**config.mk**
```make
export PLATFORM = sky130hd
export DESIGN_NAME = id_scoreboard_flat
export DESIGN_NICKNAME = d
export VERILOG_FILES = /design/src/rtl/id_scoreboard_if.sv /design/src/rtl/id_scoreboard.sv /design/src/flat_wrapper.sv
export SDC_FILE = /design/constraint.sdc
export NUM_CORES = 1
export LEC_CHECK = 0
export CORE_MARGIN = 2
export CORE_UTILIZATION = 46
export DETAILED_ROUTE_END_ITERATION = 10
export PLACE_DENSITY = 0.68
export SYNTH_ARGS = -nofsm -noshare
export SYNTH_HDL_FRONTEND = slang
export SYNTH_SLANG_ARGS = --single-unit
```
**constraint.sdc**
```tcl
create_clock -name clk -period 9.06 [get_ports clk]
set_input_delay 0.906 -clock clk [delete_from_list [all_inputs] [get_ports clk]]
set_output_delay 0.906 -clock clk [all_outputs]
set_load 0.005 [all_outputs]
```
**src/rtl/id_scoreboard_if.sv**
```systemverilog
// id_scoreboard_if: issue request, source operands and hazard status between decode and scoreboard
interface id_scoreboard_if #(
   parameter int AW = 5,
   parameter int CW = 4
);
   logic          issue_valid;
   logic          issue_we;
   logic [AW-1:0] issue_rd;
   logic [CW-1:0] issue_lat;
   logic          use_rs;
   logic          use_rt;
   logic [AW-1:0] src_rs;
   logic [AW-1:0] src_rt;
   logic          flush;
   logic          stall;
   logic [AW:0]   pending_cnt;
   logic [31:0]   stall_cycles;
   modport master (
      output issue_valid, issue_we, issue_rd, issue_lat, use_rs, use_rt, src_rs, src_rt, flush,
      input  stall, pending_cnt, stall_cycles
   );
   modport slave (
      input  issue_valid, issue_we, issue_rd, issue_lat, use_rs, use_rt, src_rs, src_rt, flush,
      output stall, pending_cnt, stall_cycles
   );
endinterface

```
**src/rtl/id_scoreboard.sv**
```systemverilog
// id_scoreboard: per-register latency countdown RAW hazard detector; ID_SCOREBOARD_STATS_EN adds a stall-cycle counter
module id_scoreboard #(
   parameter int NREG    = 32,
   parameter int AW      = 5,
   parameter int MAX_LAT = 3,
   parameter int CW      = 4
) (
   input logic           clk,
   input logic           rst_n,
   id_scoreboard_if.slave sb
);
   logic [CW-1:0] cnt_q [NREG];
   logic [CW-1:0] cnt_d [NREG];
   logic [AW:0]   pending_cnt_q, pending_cnt_d;
   logic [CW-1:0] lat_sat;
   logic          hit_rs, hit_rt, stall, accept, load;
   always_comb begin
      hit_rs = sb.use_rs && sb.src_rs != '0 && cnt_q[sb.src_rs] != '0;
      hit_rt = sb.use_rt && sb.src_rt != '0 && cnt_q[sb.src_rt] != '0;
      stall = sb.issue_valid && !sb.flush && (hit_rs || hit_rt);
      accept = sb.issue_valid && !stall && !sb.flush;
      load = accept && sb.issue_we && sb.issue_rd != '0 && sb.issue_lat != '0;
      lat_sat = sb.issue_lat > CW'(MAX_LAT) ? CW'(MAX_LAT) : sb.issue_lat;
      pending_cnt_d = '0;
      for (int r = 0; r < NREG; r++) begin
         // a fresh issue overrides the decrement, even when its latency is shorter (WAW)
         cnt_d[r] = (sb.flush || r == 0) ? '0 :
                    (load && sb.issue_rd == AW'(r)) ? lat_sat :
                    (cnt_q[r] != '0) ? cnt_q[r] - CW'(1) : '0;
         pending_cnt_d = pending_cnt_d + (AW+1)'(cnt_d[r] != '0);
      end
   end
   always_ff @(posedge clk or negedge rst_n)
      if (!rst_n) begin
         cnt_q <= '{default: '0};
         pending_cnt_q <= '0;
      end else begin
         cnt_q <= cnt_d;
         pending_cnt_q <= pending_cnt_d;
      end
   assign sb.stall = stall;
   assign sb.pending_cnt = pending_cnt_q;
`ifdef ID_SCOREBOARD_STATS_EN
   logic [31:0] stall_cycles_q, stall_cycles_d;
   always_comb
      stall_cycles_d = (stall && stall_cycles_q != '1) ? stall_cycles_q + 32'd1 : stall_cycles_q;
   always_ff @(posedge clk or negedge rst_n)
      if (!rst_n) stall_cycles_q <= '0;
      else stall_cycles_q <= stall_cycles_d;
   assign sb.stall_cycles = stall_cycles_q;
`else
   assign sb.stall_cycles = '0;
`endif
endmodule

```
**src/flat_wrapper.sv**
```systemverilog
// flat-port wrapper written by rule: the top's interface ports become plain ports
module id_scoreboard_flat 
#(
   parameter int NREG    = 32,
   parameter int AW      = 5,
   parameter int MAX_LAT = 3,
   parameter int CW      = 4
)
  (clk, rst_n, sb_issue_valid, sb_issue_we, sb_issue_rd, sb_issue_lat, sb_use_rs, sb_use_rt, sb_src_rs, sb_src_rt, sb_flush, sb_stall, sb_pending_cnt, sb_stall_cycles);
  id_scoreboard_if #(.AW(AW), .CW(CW)) sb_i ();
  input logic clk;
  input logic rst_n;
  input wire logic [$bits(sb_i.issue_valid)-1:0] sb_issue_valid;
  input wire logic [$bits(sb_i.issue_we)-1:0] sb_issue_we;
  input wire logic [$bits(sb_i.issue_rd)-1:0] sb_issue_rd;
  input wire logic [$bits(sb_i.issue_lat)-1:0] sb_issue_lat;
  input wire logic [$bits(sb_i.use_rs)-1:0] sb_use_rs;
  input wire logic [$bits(sb_i.use_rt)-1:0] sb_use_rt;
  input wire logic [$bits(sb_i.src_rs)-1:0] sb_src_rs;
  input wire logic [$bits(sb_i.src_rt)-1:0] sb_src_rt;
  input wire logic [$bits(sb_i.flush)-1:0] sb_flush;
  output wire logic [$bits(sb_i.stall)-1:0] sb_stall;
  output wire logic [$bits(sb_i.pending_cnt)-1:0] sb_pending_cnt;
  output wire logic [$bits(sb_i.stall_cycles)-1:0] sb_stall_cycles;
  assign sb_i.issue_valid = sb_issue_valid;
  assign sb_i.issue_we = sb_issue_we;
  assign sb_i.issue_rd = sb_issue_rd;
  assign sb_i.issue_lat = sb_issue_lat;
  assign sb_i.use_rs = sb_use_rs;
  assign sb_i.use_rt = sb_use_rt;
  assign sb_i.src_rs = sb_src_rs;
  assign sb_i.src_rt = sb_src_rt;
  assign sb_i.flush = sb_flush;
  assign sb_stall = sb_i.stall;
  assign sb_pending_cnt = sb_i.pending_cnt;
  assign sb_stall_cycles = sb_i.stall_cycles;
  id_scoreboard #(.NREG(NREG), .AW(AW), .MAX_LAT(MAX_LAT), .CW(CW)) u_core (.clk(clk), .rst_n(rst_n), .sb(sb_i));
endmodule
```
==> metrics.txt, run 1 <==
status=completed; yosys warns=0; max cap viols=0; drt first-iter violations=644; post-synthesis to final-layout area growth=11.7%; # resized after CTS=0; Core Box Area=21000 um^2; global-route wire length before repair=40.8 mm; CP required=9.38 ns; nets@finish=1213; type of the worst min-delay path=in2async; vias in the first global route=7758; mux cell area share after synthesis=0.0981; dpl cells=1349; final setup vio count=0; clk root buf=clkbuf_16; crit path DAT=8.58 ns; n_diodes=0; Die Wd=150 um; measured slew at the worst slew-check pin=0.995 ns; final period utilization=0.912; Simple-Gate Fraction of Synth Area=0.231; worst reg-to-reg path cell count=24; CP startpoint kind=input pin; Main synth FF type=dfrtp_1; Mapped Area=9870 um^2; fraction of layout cells with a size suffix above 1=0.0977; clk sinks=130; crit path capture type=flip-flop; slew margin rel.=0.337; final WL=25.9 mm; Starting Density=0.469; register area share after synthesis=0.330; Synth top area share=0.330; Adder-Cell Fraction of Synth Area=0.137; Layout Skew=0.00918 ns; clock transition at the registers of the reported paths=0.06 ns; initial antenna violation count=0; port bufs=32; H-tree Lvls=4; GP Congestion=0.964; Ports=65; critical path peak fanout=13; antenna viol nets, final=0; total gr overflow=0; die height=150 um; most frequent cell after synthesis=dfrtp_1; FF-to-FF setup slack=1.43 ns; total CTS buffers=17; post-placement cell area=10400 um^2; fin area=11000 um^2; CTS Hold Buffers Added=0; DIE AREA=22600 um^2; Post-CTS Setup Inserts=0; clk_lat worst skew=0.43 ns; num rows=53; Synth area leader=dfrtp_1; final slew viol count=0; cells after synthesis=1055; Compound-Gate Fraction of Synth Area=0.0810; Fin Hold WS=0.428 ns; Hold Fails Final Rpt=0; Seq cells post-synth=130; Final HPWL DP=19.2 mm; via count=7901; gr usage total=0.237; Crit Reg-Reg Startpoint=u_core.cnt_q[88]; Async S/R FF share, synth=1.00; largest net degree at the start of global routing=75; Sum Neg Setup Slack=0 ns; crit path time final=8.26 ns; Synth Area in XOR/XNOR=0.0426; top cells by area, synth=dfrtp_1, ha_1, fa_1, nor2_1, inv_1; CP Launch Point=sb_src_rs[0]; CTS tree=yes; Max Buffers Root-to-Sink=2; RSZ-0062 raised after global routing=no; EDFF count, synth=0; Pre-antenna DRT Iters=5; critical path type=in2reg; via/cell ratio=5.73; Finished Layout Cells=1380; Mapped Avg Cell Area=9.35 um^2; DRC=0; wire length per cell=18.7 um; largest family of logic cells by synthesized area=simple AND/OR/NAND/NOR gates; Post-synth top cells=dfrtp_1, nor2_1, inv_1; f_max=0.121 GHz; Distinct cells, synth=67; Reg-to-Reg End=u_core.sb.pending_cnt[4]
-- metrics by stage --
step / setup WS, ns / utilization
floorplan: 1.59 / -
global placement: 0.519 / 0.495
detailed placement: 0.405 / 0.495
CTS: 0.860 / 0.524
global route: 0.495 / 0.524
finish: 0.799 / 0.524
-- registers in the layout, summed over array words and instances, names as in the netlist --
register and flops:
u_core.cnt_q 124, u_core.sb.pending_cnt 6
-- cells by family after synthesis --
| kind of cell | Yosys count |
|---|---|
| AOI/OAI and AO/OA | 115 |
| DFF | 130 |
| xor gates and xnor gates | 48 |
| muxes | 78 |
| adders and majority gates | 94 |
| other | 1 |
| buffers and inverters | 168 |
| and+or+nand+nor | 421 |
-- routing by layer --
metal	GRT usage	wire length, um	up-vias
met5	0.0114	30	-
met4	0.106	974	2
met3	0.0439	1680	62
met2	0.386	12300	282
met1	0.307	10900	3876
li1	-	-	3679
-- worst max-delay path, stage by stage --
cell             delay (ns)
clkdlybuf4s50_1        0.74
buf_4                  0.32
nor4_1                 0.31
a21oi_1                0.08
nor2_1                 0.10
nor4_1                 0.07
o32a_1                 0.40
or2_1                  0.32
or4_4                  0.61
o21ai_0                0.12
ha_1                   0.28
fa_1                   0.58
fa_1                   0.55
fa_1                   0.52
fa_1                   0.52
fa_1                   0.54
inv_1                  0.05
fa_1                   0.44
inv_1                  0.06
ha_1                   0.17
inv_1                  0.06
fa_1                   0.42
inv_1                  0.08
a21o_1                 0.10
a21oi_1                0.07
xnor2_1                0.13
-- cell type report --
class	instances	area, um^2
clock buffers	21	460
clock inverters	10	158
fillers	1895	10000
inverters	105	397
multi-input cells	788	5950
flip-flops and latches	130	3250
well taps	275	344
repair buffers	51	464
-- how the worst max path moves through the flow --
| stage | endpoint | slack [ns] | depth (start not counted) |
|---|---|---|---|
| floorplan | u_core.sb.pending_cnt[4] | 1.59 | 28 |
| global placement | u_core.sb.pending_cnt[4] | 0.52 | 26 |
| finish | u_core.sb.pending_cnt[4] | 0.80 | 26 |
| CTS | u_core.sb.pending_cnt[4] | 0.86 | 26 |
| global route | u_core.sb.pending_cnt[4] | 0.49 | 26 |
| detailed placement | u_core.sb.pending_cnt[4] | 0.40 | 26 |
-- cells in the final DEF, fill, tap and decap left out, types with 15 or more instances in the layout --
cell	count
nor3b_1	17
o21ai_0	15
fa_1	23
conb_1	32
mux2_2	16
nor2_1	114
nand2_1	87
nor3_1	57
dfrtp_1	130
clkbuf_16	17
clkdlybuf4s50_1	31
nor4_1	28
inv_1	103
a21oi_1	30
and3_1	21
xor2_1	21
buf_4	19
mux2i_1	30
ha_1	71
nand3_1	21
xnor2_1	27
Power of run 1 is left out: the tool's default activity adds up to more than one toggle a clock period on the data nets, which glitch-free logic cannot reach.
==> run 2, diff against run 1 <==
--- a/config.mk
+++ b/config.mk
@@ -6,9 +6,9 @@
 export NUM_CORES = 1
 export LEC_CHECK = 0
 export CORE_MARGIN = 2
-export CORE_UTILIZATION = 46
+export CORE_UTILIZATION = 45
 export DETAILED_ROUTE_END_ITERATION = 10
-export PLACE_DENSITY = 0.68
+export PLACE_DENSITY = 0.66
 export SYNTH_ARGS = -nofsm -noshare
 export SYNTH_HDL_FRONTEND = slang
 export SYNTH_SLANG_ARGS = --single-unit
==> run 2 against run 1 <==
Compared with the run above: register-to-register slack got worse by 0.06 ns; critical path type unchanged; via count fell by 1.2%; clock skew rose by 0.0021 ns; sequential share of layout area fell by 0.087 points; global-route usage fell by 1.0 points; highest routed layer is now met4; die area rose by 2.2%.
==> metrics.txt, run 2 (synthesis results as in run 1) <==
final WL=25.7 mm (-0.77%); nets@finish=1216 (+0.25%); clk root buf=clkbuf_16; GRT met3 Usage=0.0448 (+0.000841); die height=152 um (+1.1%); cell family with most CP delay=adder cells; GP Congestion=0.937 (-2.8%); clk_lat worst skew=0.43 ns (about the same); final slew viol count=0 (unchanged); CP startpoint kind=input pin; total CTS buffers=17 (unchanged); Layout Skew=0.0113 ns (+0.00213 ns); Hold Fails Final Rpt=0 (unchanged); Starting Density=0.455 (-0.0144); Ports=65 (unchanged); register with the most flip-flops=u_core.cnt_q; H-tree Lvls=4 (unchanged); FF-to-FF setup slack=1.37 ns (-0.06 ns); n_diodes=0 (unchanged); via count=7804 (-1.2%); antenna viol nets, final=0 (unchanged); final setup vio count=0 (unchanged); Critical-path top delay cell=clkdlybuf4s50_1; DRC=0 (unchanged); vias in the first global route=7674 (-1.1%); crit path DAT=8.63 ns (+0.05 ns); Post-CTS Setup Inserts=0 (unchanged); Worst path max stage delay=0.76 ns (+0.02 ns); max cap viols=0 (unchanged); num rows=54 (+1.9%); DIE AREA=23100 um^2 (+2.2%); max reg flops=124 (unchanged); clock transition at the registers of the reported paths=0.06 ns (about the same); CP required=9.37 ns (about the same); Pre-antenna DRT Iters=5 (unchanged); largest net degree at the start of global routing=86 (+15%); fraction of layout cells with a size suffix above 1=0.102 (+0.00425); f_max=0.120 GHz (-0.71%); Top cell by count, worst path=fa_1; Core Box Area=21700 um^2 (+3.2%); via/cell ratio=5.62 (-1.8%); critical path type=in2reg; commonest non-fill, non-tap cell in the layout=dfrtp_1; RSZ-0062 raised after global routing=no; post-synthesis to final-layout area growth=12.0%; clk sinks=130 (unchanged); gr busiest metal=met2; Buf+Inv Stages, Crit Path=6 (unchanged); met1 Use GR=0.311 (+0.00339); crit path time final=8.32 ns (+0.0590 ns); global-route wire length before repair=41.5 mm (+1.8%); Final HPWL DP=18.8 mm (-2.0%); CTS tree=yes; crit path capture type=flip-flop; Max Buffers Root-to-Sink=2 (unchanged); measured slew at the worst slew-check pin=0.812 ns (-0.184 ns); commonest non-fill, non-tap cells in the layout=dfrtp_1, nor2_1, inv_1; CTS Hold Buffers Added=0 (unchanged); met2 Usage GRT=0.357 (-0.0290); drt first-iter violations=632 (-1.9%); # resized after CTS=0 (unchanged); gr usage total=0.227 (-0.0103); final period utilization=0.918 (+0.00651); type of the worst min-delay path=in2async; Sum Neg Setup Slack=0 ns (unchanged); critical path peak fanout=14 (+1); port bufs=32 (unchanged); initial antenna violation count=0 (unchanged); slew margin rel.=0.454 (+0.117); Die Wd=152 um (+1.1%); wire length per cell=18.5 um (-1.3%); status=completed; total gr overflow=0 (unchanged)
[run 2: cell types whose count changed in the layout (fill, tap and decap cells not counted), sizes merged]
| cell | delta |
|---|---|
| buf | +3 |
| clkbuf | +1 |
| clkinv | -3 |
| bufinv | -1 |
| clkinvlp | +3 |
[run 2: area by class of cell]
class,instances,area [um^2]
clock inverter,9,128
inverter,105,397
clock buffer,22,494
timing repair buffer,54,487
fill,1960,10600
tap,280,350
multi-input combinational,788,5950
sequential,130,3250
[run 2: routing by layer]
metal | part of all wire | routed length, um
met5 | 0 | 0
met4 | 0.032 | 834
met3 | 0.051 | 1310
met2 | 0.46 | 11900
met1 | 0.45 | 11600
[run 2: worst reg2reg max path, delay by kind of cell, from the launching register on]
family	cells	cell delay (ns)
fa+ha+maj	9	4.01
xor+xnor	1	0.12
buf+inv	4	0.26
flops	1	0.42
simple gates	3	1.74
mux	1	0.20
compound gates	6	0.86
[run 2: per-stage QoR]
stage	setup slack, ns	std cells	area [um^2]	util	hold WS [ns]
after floorplan	1.59	1086	9980	-	0.499
after global placement	0.373	1357	10400	0.481	0.542
after detailed placement	0.344	1357	10400	0.481	0.544
after CTS	0.755	1388	11100	0.510	0.552
after global routing	0.379	1388	11100	0.510	0.586
final	0.740	1388	11100	0.510	0.541
[run 2: path summary, 6_finish.rpt]
| kind | from | cells past startpoint | endpoint |
|---|---|---|---|
| hold / removal | rst_n | 1 | u_core.cnt_q[110] |
| min in group clk | u_core.cnt_q[16] | 1 | u_core.cnt_q[16] |
| setup reg to reg | u_core.cnt_q[88] | 24 | u_core.sb.pending_cnt[4] |
| setup / recovery | sb_src_rs[0] | 26 | u_core.sb.pending_cnt[4] |
| max in group asynchronous | rst_n | 2 | u_core.cnt_q[5] |
| hold reg to reg | u_core.cnt_q[16] | 1 | u_core.cnt_q[16] |
Power of run 2 is left out for the same reason.
